==> src/rtl/bus_xfer_sequencer.sv <==
// ---------------------------------------------------------------------------
// bus_xfer_sequencer
//
// Sequences register-to-register moves on a shared tri-state data bus.
// Requesters post (src, dst) pairs and are served round-robin. Each transfer
// cycle drives exactly one REG_OP_WRITE (bus driver) and one REG_OP_READ (bus
// sampler), so two registers never drive the bus at once. Context save and
// restore pulses are latched and broadcast to every register as one-cycle
// strobes. All outputs come from flops.
//
// Ports:
//   clk, rst_n        clock; synchronous active-low reset
//   req_valid[i]      request from requester i, held until req_done[i]
//   req_src/req_dst   packed indices, requester i at [i*IDX_W +: IDX_W]
//   req_done[i]       one-cycle completion pulse
//   ctx_save/restore  one-cycle context save / restore requests
//   reg_op[r]         per-register bus op (NONE / WRITE / READ)
//   save/restore      per-register context strobes
//   busy              FSM not idle or a context request still pending
//   err               one-cycle pulse when an illegal request is retired
//
// Optional: define BUS_XFER_SEQ_STATS_EN to add saturating counters
//   xfer_count[15:0] (legal transfers) and err_count[7:0] (err pulses).
// ---------------------------------------------------------------------------
package bus_xfer_pkg;
    typedef enum logic [1:0] {
        REG_OP_NONE  = 2'd0,
        REG_OP_WRITE = 2'd1,
        REG_OP_READ  = 2'd2
    } reg_op_t;
endpackage

module bus_xfer_sequencer
    import bus_xfer_pkg::*;
#(
    parameter int NUM_REGS = 4,
    parameter int NUM_REQ  = 2,
    parameter int IDX_W    = $clog2(NUM_REGS)
) (
    input  logic                     clk,
    input  logic                     rst_n,
    input  logic [NUM_REQ-1:0]       req_valid,
    input  logic [NUM_REQ*IDX_W-1:0] req_src,
    input  logic [NUM_REQ*IDX_W-1:0] req_dst,
    output logic [NUM_REQ-1:0]       req_done,
    input  logic                     ctx_save,
    input  logic                     ctx_restore,
    output reg_op_t [NUM_REGS-1:0]   reg_op,
    output logic [NUM_REGS-1:0]      save,
    output logic [NUM_REGS-1:0]      restore,
    output logic                     busy,
`ifdef BUS_XFER_SEQ_STATS_EN
    output logic [15:0]              xfer_count,
    output logic [7:0]               err_count,
`endif
    output logic                     err
);

    localparam int PTR_W = (NUM_REQ > 1) ? $clog2(NUM_REQ) : 1;
    localparam logic [IDX_W:0] NREGS = (IDX_W+1)'(NUM_REGS);
    localparam logic [PTR_W:0] NREQ  = (PTR_W+1)'(NUM_REQ);

    typedef enum logic [1:0] {IDLE, XFER, SAVE, RESTORE} state_t;

    state_t                   state_q, state_d;
    logic [PTR_W-1:0]         ptr_q, ptr_d;
    logic                     sv_pend_q, sv_pend_d;
    logic                     rs_pend_q, rs_pend_d;
    reg_op_t [NUM_REGS-1:0]   reg_op_q, reg_op_d;
    logic [NUM_REQ-1:0]       req_done_q, req_done_d;
    logic [NUM_REGS-1:0]      save_q, save_d;
    logic [NUM_REGS-1:0]      restore_q, restore_d;
    logic                     err_q, err_d;

    logic [NUM_REQ-1:0]       elig;
    logic                     gnt_found;
    logic [PTR_W-1:0]         gnt_idx;
    logic [PTR_W:0]           cand;
    logic [IDX_W-1:0]         src_sel, dst_sel;
    logic                     illegal;
    logic                     sv_eff, rs_eff;

`ifdef BUS_XFER_SEQ_STATS_EN
    logic [15:0]              xfer_cnt_q, xfer_cnt_d;
    logic [7:0]               err_cnt_q, err_cnt_d;
`endif

    always_comb begin
        // A requester whose done pulse is showing has not yet had a chance
        // to drop req_valid; masking it avoids granting the same move twice.
        elig = req_valid & ~req_done_q;

        // Round-robin scan starting at ptr_q.
        gnt_found = 1'b0;
        gnt_idx   = '0;
        cand      = '0;
        for (int k = 0; k < NUM_REQ; k++) begin
            cand = {1'b0, ptr_q} + (PTR_W+1)'(k);
            if (cand >= NREQ) cand = cand - NREQ;
            if (!gnt_found && elig[cand[PTR_W-1:0]]) begin
                gnt_found = 1'b1;
                gnt_idx   = cand[PTR_W-1:0];
            end
        end

        src_sel = req_src[gnt_idx*IDX_W +: IDX_W];
        dst_sel = req_dst[gnt_idx*IDX_W +: IDX_W];
        illegal = (src_sel == dst_sel) || ({1'b0, src_sel} >= NREGS) ||
                  ({1'b0, dst_sel} >= NREGS);

        // A context pulse arriving this cycle counts as already pending, so
        // it wins over a request presented on the same edge.
        sv_eff = sv_pend_q | ctx_save;
        rs_eff = rs_pend_q | ctx_restore;

        state_d    = IDLE;
        ptr_d      = ptr_q;
        sv_pend_d  = sv_eff;
        rs_pend_d  = rs_eff;
        for (int r = 0; r < NUM_REGS; r++) reg_op_d[r] = REG_OP_NONE;
        req_done_d = '0;
        save_d     = '0;
        restore_d  = '0;
        err_d      = 1'b0;

        if (sv_eff) begin
            state_d   = SAVE;
            sv_pend_d = 1'b0;
            save_d    = '1;
        end else if (rs_eff) begin
            state_d   = RESTORE;
            rs_pend_d = 1'b0;
            restore_d = '1;
        end else if (gnt_found) begin
            state_d             = XFER;
            req_done_d[gnt_idx] = 1'b1;
            ptr_d = (gnt_idx == PTR_W'(NUM_REQ-1)) ? '0 : gnt_idx + 1'b1;
            // Illegal moves are retired with err and no bus activity.
            if (illegal) begin
                err_d = 1'b1;
            end else begin
                reg_op_d[src_sel] = REG_OP_WRITE;
                reg_op_d[dst_sel] = REG_OP_READ;
            end
        end

`ifdef BUS_XFER_SEQ_STATS_EN
        xfer_cnt_d = xfer_cnt_q;
        err_cnt_d  = err_cnt_q;
        if (state_d == XFER && !illegal && xfer_cnt_q != 16'hFFFF)
            xfer_cnt_d = xfer_cnt_q + 16'd1;
        if (err_d && err_cnt_q != 8'hFF)
            err_cnt_d = err_cnt_q + 8'd1;
`endif
    end

    always_ff @(posedge clk) begin
        if (!rst_n) begin
            state_q    <= IDLE;
            ptr_q      <= '0;
            sv_pend_q  <= 1'b0;
            rs_pend_q  <= 1'b0;
            for (int r = 0; r < NUM_REGS; r++) reg_op_q[r] <= REG_OP_NONE;
            req_done_q <= '0;
            save_q     <= '0;
            restore_q  <= '0;
            err_q      <= 1'b0;
`ifdef BUS_XFER_SEQ_STATS_EN
            xfer_cnt_q <= '0;
            err_cnt_q  <= '0;
`endif
        end else begin
            state_q    <= state_d;
            ptr_q      <= ptr_d;
            sv_pend_q  <= sv_pend_d;
            rs_pend_q  <= rs_pend_d;
            reg_op_q   <= reg_op_d;
            req_done_q <= req_done_d;
            save_q     <= save_d;
            restore_q  <= restore_d;
            err_q      <= err_d;
`ifdef BUS_XFER_SEQ_STATS_EN
            xfer_cnt_q <= xfer_cnt_d;
            err_cnt_q  <= err_cnt_d;
`endif
        end
    end

    assign reg_op   = reg_op_q;
    assign req_done = req_done_q;
    assign save     = save_q;
    assign restore  = restore_q;
    assign err      = err_q;
    // Built only from flops, so no input reaches it combinationally.
    assign busy     = (state_q != IDLE) | sv_pend_q | rs_pend_q;
`ifdef BUS_XFER_SEQ_STATS_EN
    assign xfer_count = xfer_cnt_q;
    assign err_count  = err_cnt_q;
`endif

endmodule

==> config.mk <==
export PLATFORM = sky130hd
export DESIGN_NAME = bus_xfer_sequencer
export DESIGN_NICKNAME = d
export VERILOG_FILES = /design/src/rtl/bus_xfer_sequencer.sv
export SDC_FILE = /design/constraint.sdc
export NUM_CORES = 1
export LEC_CHECK = 0
export ABC_CLOCK_PERIOD_IN_PS = 3900
export CAP_MARGIN = 15
export CORE_AREA = 2 2 45 47
export CTS_BUF_LIST = sky130_fd_sc_hd__clkbuf_2 sky130_fd_sc_hd__clkbuf_4 sky130_fd_sc_hd__clkbuf_8
export DETAILED_ROUTE_END_ITERATION = 8
export DIE_AREA = 0 0 47 49
export PLACE_DENSITY = 0.88
export RECOVER_POWER = 50
export SYNTH_ARGS = -nofsm -noshare
export SYNTH_HDL_FRONTEND = slang
export SYNTH_SLANG_ARGS = --single-unit
==> constraint.sdc <==
create_clock -name clk -period 3.9 [get_ports clk]
set_input_delay 0.39 -clock clk [delete_from_list [all_inputs] [get_ports clk]]
set_output_delay 0.39 -clock clk [all_outputs]
set_load 0.05 [all_outputs]
==> flow_metrics.env, run 1 <==
export IMPL_endpoint_kind="register"
export IMPL_numCtsBuffers=3
export IMPL_grt_overflow_total=0
export IMPL_crit_path_start="req_valid[0]"
export IMPL_clockBufferDepth=2
export IMPL_clkTransAtPathRegs_ps=100
export IMPL_finalMaxSlewViolations=12
export IMPL_clkSinkCount=17
export IMPL_layout_common_cells="clkdlybuf4s50_1, dfxtp_1, dlygate4sd3_1"
export IMPL_path_depth=5
export IMPL_clockRootBuffer="clkbuf_4"
export IMPL_vdd_drop_max_v=0.000218
export IMPL_critPathTopFamily="compound AO/OA/AOI/OAI gates"
export IMPL_numPortBuffers=33
export IMPL_initial_core_util_pct=45.0
export IMPL_fin_setup_tns_ps=0
export IMPL_outcome="finished with violations"
export IMPL_layout_drive_gt1_share_pct=5.98
export IMPL_finalSetupViolCount=0
export IMPL_period_share_pct=66.2
export IMPL_die_area_mm2=0.00230
export IMPL_r2r_start="req_done[0]"
export IMPL_p_leak_nw=0.486
export IMPL_insertion_delay_ps=290
export IMPL_dp_cells=140
export IMPL_cp_buffers_inverters=1
export IMPL_cp_start_kind="input pin"
export IMPL_yosysTopAreaCell="dfxtp_1"
export IMPL_synth_area_top_cells="dfxtp_1, mux2i_1, buf_4"
export IMPL_max_slew_worst_pin_slew_ps=1500
export IMPL_cp_required_ps=4090
export IMPL_area_growth_pct=39.1
export IMPL_crit_type="input pin to register"
export IMPL_die_h_um=49
export IMPL_min_path_type="register to register"
export IMPL_grt_max_degree=12
export IMPL_postSynthCellCount=88
export IMPL_antenna_cells=0
export IMPL_nets=132
export IMPL_r2r_end="reg_op[3]"
export IMPL_track_usage_pct=14.7
export IMPL_post_dp_cell_area_mm2=0.00113
export IMPL_vias_per_cell=4.86
export IMPL_cts_tree="built"
export IMPL_fillers=164
export IMPL_syn_area_um2=828
export IMPL_ctsHoldBuffers=0
export IMPL_avgSynthCellArea_um2=9.41
export IMPL_wl_mm=1.50
export IMPL_instances_no_fill=144
export IMPL_dr_pass1_iters=4
export IMPL_drt_iter0_drc=11
export IMPL_setup_ws_ps=1320
export IMPL_timing_final_crit_period_ps=2580
export IMPL_row_count=16
export IMPL_core_area_mm2=0.00184
export IMPL_wl_per_cell_um=10.4
export IMPL_syn_num_nets=102
export IMPL_dpl_hpwl_mm=1.18
export IMPL_violations="capacitance limit, slew limit"
export IMPL_critPathMaxStageDelay_ps=1140
export IMPL_dieWidth_um=47
export IMPL_post_route_util_pct=62.6
export IMPL_ys_seq_area_share_pct=41.1
export IMPL_fmax_ghz=0.387
export IMPL_r2r_slack_ps=1540
export IMPL_p_per_area_mw_per_mm2=319
export IMPL_vias=700
export IMPL_synth_seq_cells=17
export IMPL_grt_pass1_wl_mm=2.56
export IMPL_post_cts_buffers=0
export IMPL_gp_congestion=0.744
export IMPL_whs_ps=567
export IMPL_cpMaxStageDelayCell="o21ai_0"
export IMPL_seqCellArea_um2=340
export IMPL_synth_top_area_share_pct=41.1
export IMPL_cts_repair_resized=0
export IMPL_postRouteAntennaNets=0
export IMPL_power_total_mw=0.368
export IMPL_path_cells="dlygate4sd3_1 -> nand2b_1 -> o21ai_0 -> mux2i_1 -> o211a_1"
export IMPL_critPathMaxFanout=11
export IMPL_final_common_cell="clkdlybuf4s50_1"
export IMPL_yosys_warnings=0
export IMPL_ys_types=27
export IMPL_arrival_ps=2770
export IMPL_r2r_cells=4
export IMPL_drv_cap=1
export IMPL_place_ws_ps=1550
export IMPL_critPathCapture="reg_op[3]"
export IMPL_design_area_mm2=0.00115
export IMPL_multiInputGateArea_um2=420
export IMPL_antenna_found_initial=0
export IMPL_slew_headroom_pct=-1.18
export IMPL_cts_max_level=1
export IMPL_finClkSkew_ps=7.33
export IMPL_drc=0
export IMPL_grt_pass1_vias=628
export IMPL_finalHoldViolCount=0
export IMPL_grt_setup_unrepaired="no"
export IMPL_num_io_pins=34
-- kinds of logic (layout without fill, tap and decap cells) --
kind of cell | Yosys count | count (layout) | synth area share, %
mux | 9 | 9 | 11.0
xor+xnor | 4 | 4 | 4.23
buf+inv | 8 | 37 | 7.40
flops | 17 | 17 | 41.1
simple gates | 40 | 40 | 29.0
compound gates | 10 | 10 | 7.25
-- state kept, by name, summed over array words and instances, names as in the netlist --
register and count:
ptr_q 1, restore 1, rs_pend_q 1, save 1, state_q 2, reg_op 8, req_done 2, err 1
-- routing by layer --
layer	GRT usage (%)	part of all wire (%)	vias to the layer above
li1	-	-	355
met1	18.3	44	314
met2	23.7	49	29
met3	3.70	6.2	2
met4	5.56	0.86	0
met5	0	0	-
-- synthesized netlist by cell type, drive strengths merged --
| cell type | n |
|---|---|
| o21a | 1 |
| mux2 | 1 |
| o21ai | 2 |
| or4 | 1 |
| nor2 | 9 |
| nor4 | 1 |
| xnor2 | 4 |
| a21oi | 5 |
| buf | 8 |
| nand2 | 4 |
| nand2b | 4 |
| nor3 | 1 |
| dfxtp | 17 |
| nor2b | 9 |
| mux2i | 8 |
| nor4b | 1 |
| nand3 | 4 |
| and2 | 1 |
| nor3b | 4 |
| o211a | 1 |
| a211oi | 1 |
| or3 | 1 |
-- report_power, final --
part	leakage, nW	switching [mW]	internal, mW
clock	0.0177	0.0552	0.0382
combinational	0.330	0.0532	0.0401
sequential	0.139	0.00266	0.179
total	0.486	0.111	0.257
-- worst register-to-register path: cells and delay by family (launching register included) --
kind,cells,cell delay (ps)
and+or+nand+nor,1,150
muxes,1,320
AOI/OAI and AO/OA,2,1440
DFF,1,340
-- how the worst min path moves through the flow --
stage,start,cells after the start,end
floorplan,ptr_q,2,ptr_q
global placement,ptr_q,2,ptr_q
detailed placement,ptr_q,2,ptr_q
CTS,ptr_q,2,ptr_q
global route,ptr_q,2,ptr_q
finish,ptr_q,2,ptr_q
-- area by class of cell --
class | count | share of cell area (%)
Clock buffer | 3 | 1.95
Sequential cell | 17 | 29.5
Tap cell | 27 | 2.93
Multi-Input combinational cell | 63 | 36.5
Timing Repair Buffer | 33 | 28.7
Clock inverter | 1 | 0.434
Power figures use the tool's default switching activity.
==> run 2, diff against run 1 <==
ABC_CLOCK_PERIOD_IN_PS = 2700   (was 3900)
CORE_AREA = 2 2 47 49   (was 2 2 45 47)
DIE_AREA = 0 0 49 51   (was 0 0 47 49)
PLACE_DENSITY = 0.81   (was 0.88)
clock period = 2.7 ns   (was 3.9 ns; I/O delays follow)
==> flow_metrics.env, run 2 (same netlist as run 1, synthesis figures left out) <==
export IMPL_outcome="finished clean"
export IMPL_finClkSkew_ps=3.60
export IMPL_cts_repair_resized=0
export IMPL_path_cells="or3_1 -> clkdlybuf4s50_1"
export IMPL_finalHoldViolCount=0
export IMPL_antenna_cells=0
export IMPL_internal_power_mw=0.384
export IMPL_period_share_pct=71.1
export IMPL_layout_drive_gt1_share_pct=5.93
export IMPL_fin_setup_tns_ps=0
export IMPL_cp_start_kind="register"
export IMPL_row_count=17
export IMPL_p_per_area_mw_per_mm2=468
export IMPL_worstHoldStart="ptr_q"
export IMPL_core_area_mm2=0.00206
export IMPL_vias_per_cell=5.03
export IMPL_dieWidth_um=49
export IMPL_min_path_type="register to register"
export IMPL_largest_reg_flops=8
export IMPL_min_path_cells=2
export IMPL_grt_max_degree=12
export IMPL_track_usage_pct=15.8
export IMPL_layout_common_cells="clkdlybuf4s50_1, dfxtp_1, nor2_1"
export IMPL_max_slew_worst_pin_slew_ps=613
export IMPL_clkSinkCount=17
export IMPL_numCtsBuffers=3
export IMPL_setup_ws_ps=781
export IMPL_post_cts_buffers=0
export IMPL_slew_headroom_pct=59.1
export IMPL_num_io_pins=34
export IMPL_sw_frac_of_total_pct=29.2
export IMPL_ctsHoldBuffers=0
export IMPL_die_h_um=51
export IMPL_antenna_found_initial=0
export IMPL_r2r_cells=5
export IMPL_arrival_ps=1650
export IMPL_die_area_mm2=0.00250
export IMPL_crit_type="register to primary output"
export IMPL_post_route_util_pct=56.2
export IMPL_clockBufferDepth=2
export IMPL_insertion_delay_ps=290
export IMPL_clockRootBuffer="clkbuf_4"
export IMPL_r2r_end="reg_op[3]"
export IMPL_drt_iter0_drc=17
export IMPL_numPortBuffers=33
export IMPL_final_common_cell="clkdlybuf4s50_1"
export IMPL_grt_overflow_total=0
export IMPL_wl_mm=1.79
export IMPL_cts_tree="built"
export IMPL_grt_setup_unrepaired="no"
export IMPL_dr_pass1_iters=4
export IMPL_r2r_start="req_done[0]"
export IMPL_grt_pass1_vias=730
export IMPL_vias=735
export IMPL_postRouteAntennaNets=0
export IMPL_p_switching_mw=0.158
export IMPL_initial_core_util_pct=40.1
export IMPL_p_leak_nw=0.461
export IMPL_clkTransAtPathRegs_ps=90
export IMPL_endpoint_kind="primary output"
export IMPL_grt_pass1_wl_mm=3.04
export IMPL_timing_final_crit_period_ps=1920
export IMPL_critPathMaxStageDelay_ps=700
export IMPL_nets=133
export IMPL_power_total_mw=0.543
export IMPL_cts_max_level=1
export IMPL_finalMaxSlewViolations=0
export IMPL_r2r_slack_ps=920
export IMPL_dpl_hpwl_mm=1.40
export IMPL_area_growth_pct=40.0
export IMPL_seq_power_share_pct=48.4
export IMPL_hold_end="ptr_q"
export IMPL_combPwrFrac_pct=25.3
export IMPL_wl_per_cell_um=12.3
export IMPL_gp_congestion=0.861
export IMPL_drc=0
export IMPL_finalSetupViolCount=0
export IMPL_cpMaxStageDelayCell="clkdlybuf4s50_1"
export IMPL_fmax_ghz=0.521
export IMPL_cp_required_ps=2430
export IMPL_critPathMaxFanout=1
export IMPL_vdd_drop_max_v=0.000288
export IMPL_place_ws_ps=772
export IMPL_drv_cap=0
export IMPL_p_clk_share_pct=26.3
==> run 2: per-stage QoR <==
stage               cell area, um2  instances  hold slack [ps]
floorplan                      828         88              398
global placement              1140        142              533
detailed placement            1140        142              543
CTS                           1170        146              556
global route                  1160        146              587
finish                        1160        146              551
==> run 2: routing by layer <==
metal  share of wire (%)  track usage [%]  vias to the layer above
met2                  49             30.4                       29
met4                 2.0             7.14                        0
met5                   0                0                        -
met1                  44             16.2                      344
li1                    -                -                      357
met3                 5.6             3.51                        5
==> run 2: how the worst max path moves through the flow <==
stage	from	end	slack (ps)	cells past startpoint
5_1_grt	req_valid[0]	reg_op[3]	630	6
3_3_place_gp	req_valid[1]	reg_op[2]	820	5
6_report	state_q[1]	busy	780	2
3_5_place_dp	req_valid[0]	reg_op[2]	770	5
2_1_floorplan	req_done[0]	reg_op[3]	1020	4
4_1_cts	rs_pend_q	busy	770	2
==> run 2: layout make-up <==
| type | count | area [um2] |
|---|---|---|
| Clock buffer | 4 | 30.0 |
| Fill cell | 197 | 903 |
| Multi-Input combinational cell | 63 | 420 |
| Sequential cell | 17 | 340 |
| Tap cell | 28 | 35.0 |
| Timing Repair Buffer | 34 | 334 |
==> run 2: worst max-delay path, delay by kind of cell, from the launching register on <==
kind	cells	cell delay, ps
buffers and inverters	1	700
AND/OR/NAND/NOR	1	350
flip-flops	1	300
==> run 2: power groups by stage <==
| stage | clock network [mW] | logic (mW) | registers (mW) |
|---|---|---|---|
| finish | 0.143 | 0.137 | 0.262 |
| floorplan | 0 | 0.0777 | 0.282 |
| global route | 0.157 | 0.146 | 0.264 |
| global placement | 0 | 0.137 | 0.268 |
| detailed placement | 0 | 0.141 | 0.269 |
| CTS | 0.146 | 0.141 | 0.263 |
